**config.mk**
```make
export PLATFORM = sky130hd
export DESIGN_NAME = hazard_scoreboard
export DESIGN_NICKNAME = d
export VERILOG_FILES = /design/src/rtl/hazard_pkg.sv /design/src/rtl/hazard_sb_entry.sv /design/src/rtl/hazard_scoreboard.sv
export SDC_FILE = /design/constraint.sdc
export NUM_CORES = 1
export LEC_CHECK = 0
export CAP_MARGIN = 20
export CORE_MARGIN = 2
export CORE_UTILIZATION = 40
export CTS_CLUSTER_SIZE = 20
export DETAILED_ROUTE_END_ITERATION = 10
export SLEW_MARGIN = 20
export SYNTH_ARGS = -nofsm -noshare
export SYNTH_HDL_FRONTEND = slang
export SYNTH_SLANG_ARGS = --single-unit
```
**constraint.sdc**
```tcl
create_clock -name clk -period 10.3 [get_ports clk]
set_input_delay 2.06 -clock clk [delete_from_list [all_inputs] [get_ports clk]]
set_output_delay 2.06 -clock clk [all_outputs]
set_load 0.01 [all_outputs]
```
**src/rtl/hazard_pkg.sv**
```systemverilog
// Shared types and constants for the register-write hazard scoreboard.
package hazard_pkg;

   localparam int unsigned REG_AW  = 5;
   localparam int unsigned LAT_W   = 3;
   localparam int unsigned LAT_MAX = 2 ** LAT_W - 1;

   typedef logic [REG_AW-1:0] reg_idx_t;
   typedef logic [LAT_W-1:0]  lat_t;

   typedef enum logic [2:0] {
      SB_HOLD,
      SB_LOAD,
      SB_WB,
      SB_DEC,
      SB_CLR
   } sb_cmd_e;

endpackage

```
**src/rtl/hazard_sb_entry.sv**
```systemverilog
// One scoreboard entry: latency countdown for a single architectural register.
module hazard_sb_entry #(
   parameter int unsigned LAT_W = 3
) (
   input  logic             clk,
   input  logic             rst,
   input  logic [2:0]       cmd,
   input  logic [LAT_W-1:0] load_val,
   output logic [LAT_W-1:0] cnt,
   output logic [LAT_W-1:0] cnt_next
);
   import hazard_pkg::*;

   logic [LAT_W-1:0] cnt_q, cnt_d;

   always_comb begin
      cnt_d = cnt_q;
      unique case (sb_cmd_e'(cmd))
         SB_HOLD: cnt_d = cnt_q;
         SB_LOAD: cnt_d = load_val;
         SB_WB:   cnt_d = LAT_W'(1);
         SB_DEC:  cnt_d = cnt_q - LAT_W'(1);
         SB_CLR:  cnt_d = '0;
         default: cnt_d = cnt_q;
      endcase
   end

   always_ff @(posedge clk or posedge rst) begin
      if (rst) begin
         cnt_q <= '0;
      end else begin
         cnt_q <= cnt_d;
      end
   end

   assign cnt      = cnt_q;
   assign cnt_next = cnt_d;

endmodule

```
**src/rtl/hazard_scoreboard.sv**
```systemverilog
// Issue-stage hazard scoreboard: per-register write-latency tracking, RAW/WAW stall and
// per-source bypass selection for fixed- and variable-latency units.
module hazard_scoreboard #(
   parameter int unsigned NUM_REGS = 32,
   parameter int unsigned REG_AW   = 5,
   parameter int unsigned NUM_SRC  = 2,
   parameter int unsigned LAT_W    = 3
) (
   input  logic                      clk,
   input  logic                      rst,
   input  logic                      flush,
   input  logic                      issue_valid,
   input  logic                      issue_we,
   input  logic [REG_AW-1:0]         issue_rd,
   input  logic [LAT_W-1:0]          issue_lat,
   input  logic [NUM_SRC*REG_AW-1:0] issue_rs,
   input  logic [NUM_SRC-1:0]        issue_rs_used,
   input  logic                      wb_valid,
   input  logic [REG_AW-1:0]         wb_rd,
   output logic                      stall,
   output logic [NUM_SRC-1:0]        bypass_hit,
   output logic [REG_AW:0]           pending_cnt
);
   import hazard_pkg::*;

   localparam logic [LAT_W-1:0] LatMax = {LAT_W{1'b1}};
   localparam int unsigned      PendW  = REG_AW + 1;

   logic [LAT_W-1:0]  cnt      [NUM_REGS];
   logic [LAT_W-1:0]  cnt_next [NUM_REGS];
   sb_cmd_e           cmd      [NUM_REGS];
   logic [LAT_W-1:0]  load_val;
   logic [REG_AW-1:0] src;
   logic [LAT_W-1:0]  src_cnt;
   logic [LAT_W-1:0]  rd_cnt;
   logic              raw, waw, accept;
   logic [PendW-1:0]  pending_d, pending_q;

   // RAW check and bypass select, using the pre-issue counters
   always_comb begin
      raw        = 1'b0;
      bypass_hit = '0;
      src        = '0;
      src_cnt    = '0;
      for (int i = 0; i < NUM_SRC; i++) begin
         src     = issue_rs[i*REG_AW +: REG_AW];
         src_cnt = cnt[src];
         if (issue_rs_used[i] && (src != '0)) begin
            if (src_cnt > LAT_W'(1)) raw = 1'b1;
            if (src_cnt == LAT_W'(1)) bypass_hit[i] = 1'b1;
         end
      end
   end

   // WAW: the new write must not complete before (or with) the outstanding one
   always_comb begin
      rd_cnt = cnt[issue_rd];
      waw    = issue_we && (issue_rd != '0) && (rd_cnt != '0) &&
               ((issue_lat <= rd_cnt) || (rd_cnt == LatMax));
   end

   assign stall    = issue_valid && !flush && (raw || waw);
   assign accept   = issue_valid && !flush && !(raw || waw);
   assign load_val = (issue_lat == '0) ? LAT_W'(1) : issue_lat;

   always_comb begin
      for (int r = 0; r < NUM_REGS; r++) begin
         cmd[r] = SB_HOLD;
         if (r != 0) begin
            if (flush) begin
               cmd[r] = SB_CLR;
            end else if (accept && issue_we && (issue_rd == REG_AW'(r))) begin
               cmd[r] = SB_LOAD;
            end else if (wb_valid && (wb_rd == REG_AW'(r)) && (cnt[r] == LatMax)) begin
               cmd[r] = SB_WB;
            end else if ((cnt[r] != '0) && (cnt[r] != LatMax)) begin
               cmd[r] = SB_DEC;
            end
         end
      end
   end

   // x0 is hard-wired idle
   assign cnt[0]      = '0;
   assign cnt_next[0] = '0;

   for (genvar r = 1; r < NUM_REGS; r++) begin : g_entry
      hazard_sb_entry #(
         .LAT_W(LAT_W)
      ) u_entry (
         .clk      (clk),
         .rst      (rst),
         .cmd      (cmd[r]),
         .load_val (load_val),
         .cnt      (cnt[r]),
         .cnt_next (cnt_next[r])
      );
   end

   // Count from next-state so pending_cnt tracks the counters cycle for cycle
   always_comb begin
      pending_d = '0;
      for (int r = 1; r < NUM_REGS; r++) begin
         pending_d = pending_d + PendW'(cnt_next[r] != '0);
      end
   end

   always_ff @(posedge clk or posedge rst) begin
      if (rst) begin
         pending_q <= '0;
      end else begin
         pending_q <= pending_d;
      end
   end

   assign pending_cnt = pending_q;

endmodule

```
==> impl_metrics.tcl <==
set metrics [dict create \
    status "finished, final reports clean" \
    synth_seq_cells 99 \
    die_x_um 175 \
    dpl_cell_area_um2 12900 \
    cp_num_buf_inv 8 \
    insertion_delay_ps 370 \
    vias 10800 \
    layout_common_cells "190 x nor2_1, 117 x a21oi_1, 104 x inv_1" \
    fp.coreArea_um2 28800 \
    numCtsBuffers 9 \
    die_area_um2 30700 \
    fill_cells 2785 \
    crit_cells 32 \
    cap_viol_max_count 0 \
    synth-main-ff-cell "dfrtp_1" \
    cts_max_path_buffers 2 \
    wirelength_um 39500 \
    clock_sinks 99 \
    start_util 0.407 \
    clkSlewWorstSetupHoldPaths_ps 70 \
    drc 0 \
    multi_input_area_um2 8510 \
    crit_end "pending_cnt[4]$_DFF_PP0_" \
    fin_crit_sh 0.972 \
    io_buffer_count 39 \
    holdCritPathClass "reg2reg" \
    place.gp.congestion 0.995 \
    cts-root-buf "clkbuf_16" \
    r2r_start "g_entry[13].u_entry.cnt[2]$_DFF_PP0_" \
    final_nets 1568 \
    ff_latch_area_um2 2480 \
    wire_per_inst_um 21.9 \
    ys_types 86 \
    synth_edf_count 0 \
    drt.antenna.violating_nets 0 \
    dp_hpwl_um 30500 \
    die_y_um 175 \
    drive_gt1_frac 0.186 \
    cts_hold_buf 0 \
    ys_seq_area_frac 0.212 \
    antenna_found_initial 1 \
    placed_cells 1781 \
    grt_pass1_vias 10300 \
    hold_viol 0 \
    reg2regPathDepth 28 \
    final_common_cell "nor2_1" \
    clock_skew_ps 13.6 \
    synth_nets 1510 \
    cp.arrival_ps 10300 \
    required_ps 10590 \
    final_cells 1801 \
    async_reset_ff_frac 1.00 \
    crit_family "adder cells" \
    postSynthCellCount 1353 \
    cp_slowest_cell "fa_1" \
    grt_usage 0.261 \
    fin_crit_ps 10010 \
    syn_to_final_growth_pct 13.3 \
    crit_start "issue_rd[1]" \
    cp_common_cell "fa_1" \
    rsz0062_at_grt "no" \
    mappedNetlistArea_um2 11700 \
    drt_iter0_markers 1019 \
    min_path_cells 3 \
    critPathKind "in2reg" \
    via_per_inst 6.01 \
    stdcell_area_um2 13300 \
    pin_count 40 \
    slew_headroom 0.399 \
    cts-htree-levels 3 \
    final_max_slew_viol_count 0 \
    rr_endpoint "pending_cnt[4]$_DFF_PP0_" \
    dr.pass1.iters 5 \
    cp-end-kind "flip-flop" \
    r2r_slack_ps 2160 \
    worstMarginPinSlew_ps 895 \
    syn_avg_cell_area_um2 8.66 \
    yosysWarningCount 0 \
    grt_pass1_wl_um 61000 \
    cts_tree "done" \
    grt_max_degree 52 \
    max_stage_delay_ps 570 \
    cp-start-kind "input pin" \
    crit_path_max_fanout 14 \
    core.rowCount 62 \
    overflow 0 \
    final-setup-viol-count 0 \
    fmax_mhz 99.9 \
]
-- tightest hold or removal path: cells and delay by family (launching register included) --
kind / cells / cell delay, ps
compound gates: 2 / 200
flops: 1 / 450
mux: 1 / 90
-- area by class of cell --
type                            count  share of cell area
Clock inverter                      4             0.00556
Antenna cell                        1            0.000189
Inverter                          105              0.0299
Multi-Input combinational cell   1072               0.641
Clock buffer                       12              0.0186
Tap cell                          384              0.0362
Sequential cell                    99               0.187
Timing Repair Buffer              124              0.0820
-- what timing repair did --
item                                    CTS  global route
resized for setup                         0             6
endpoints found under the setup margin    0             2
buffers inserted                          0             3
-- synthesized netlist by cell type (all sizes together), types with 10 or more instances --
library cell | instances | area share
nor2b | 15 | 0.0082
nand2 | 55 | 0.018
nor3b | 25 | 0.016
dfrtp | 99 | 0.21
ha | 103 | 0.11
and2 | 10 | 0.0053
o22ai | 22 | 0.012
mux4 | 36 | 0.070
nand2b | 13 | 0.0069
xor2 | 11 | 0.0082
a211oi | 16 | 0.010
inv | 105 | 0.034
xnor2 | 13 | 0.0097
clkbuf | 46 | 0.015
nand3 | 24 | 0.012
a21oi | 117 | 0.050
buf | 31 | 0.016
mux2i | 35 | 0.030
nor2 | 192 | 0.062
nor3 | 44 | 0.019
fa | 23 | 0.039
o21ai | 77 | 0.033
nor4 | 14 | 0.016
mux2 | 104 | 0.10
-- kinds of logic (layout without fill, tap and decap cells) --
kind of cell,count (synthesis),in the layout,synth area share
mux,175,175,0.201
xor+xnor,24,24,0.0179
simple gates,443,443,0.200
compound gates,304,304,0.156
buf+inv,182,245,0.0643
flops,99,99,0.212
other cells,0,1,0
fa+ha+maj,126,126,0.149
-- how the worst min path moves through the flow --
stage | startpoint | endpoint | slack (ps)
2_1_floorplan | g_entry[1].u_entry.cnt[0]$_DFF_PP0_ | g_entry[1].u_entry.cnt[0]$_DFF_PP0_ | 640
3_3_place_gp | g_entry[1].u_entry.cnt[0]$_DFF_PP0_ | g_entry[1].u_entry.cnt[0]$_DFF_PP0_ | 740
3_5_place_dp | g_entry[1].u_entry.cnt[0]$_DFF_PP0_ | g_entry[1].u_entry.cnt[0]$_DFF_PP0_ | 750
4_1_cts | g_entry[1].u_entry.cnt[0]$_DFF_PP0_ | g_entry[1].u_entry.cnt[0]$_DFF_PP0_ | 750
5_1_grt | g_entry[1].u_entry.cnt[0]$_DFF_PP0_ | g_entry[1].u_entry.cnt[0]$_DFF_PP0_ | 800
6_report | g_entry[1].u_entry.cnt[0]$_DFF_PP0_ | g_entry[1].u_entry.cnt[0]$_DFF_PP0_ | 770
-- state kept, by name, indices dropped and copies added, names as in the netlist --
signal / cells
g_entry.u_entry.cnt: 93
pending_cnt: 6
-- routing by layer --
metal,wire length (µm),share of wire,track usage
met1,16900,0.43,0.355
met2,16900,0.43,0.390
met5,0,0,0
met4,1620,0.041,0.104
met3,4070,0.10,0.0766
-- through the flow --
step | TNS (ps) | hold slack [ps] | worst slack [ps] | utilization
after floorplan | 0 | 640 | 738 | -
after global placement | -72.3 | 740 | -72.3 | 0.448
after detailed placement | -167 | 745 | -167 | 0.448
after global routing | 0 | 801 | 13.7 | 0.461
final | 0 | 771 | 292 | 0.461
after CTS | 0 | 754 | 159 | 0.459
Power is not shown: default switching activity piles up to over one toggle a cycle in this logic, so the estimate is an artifact.
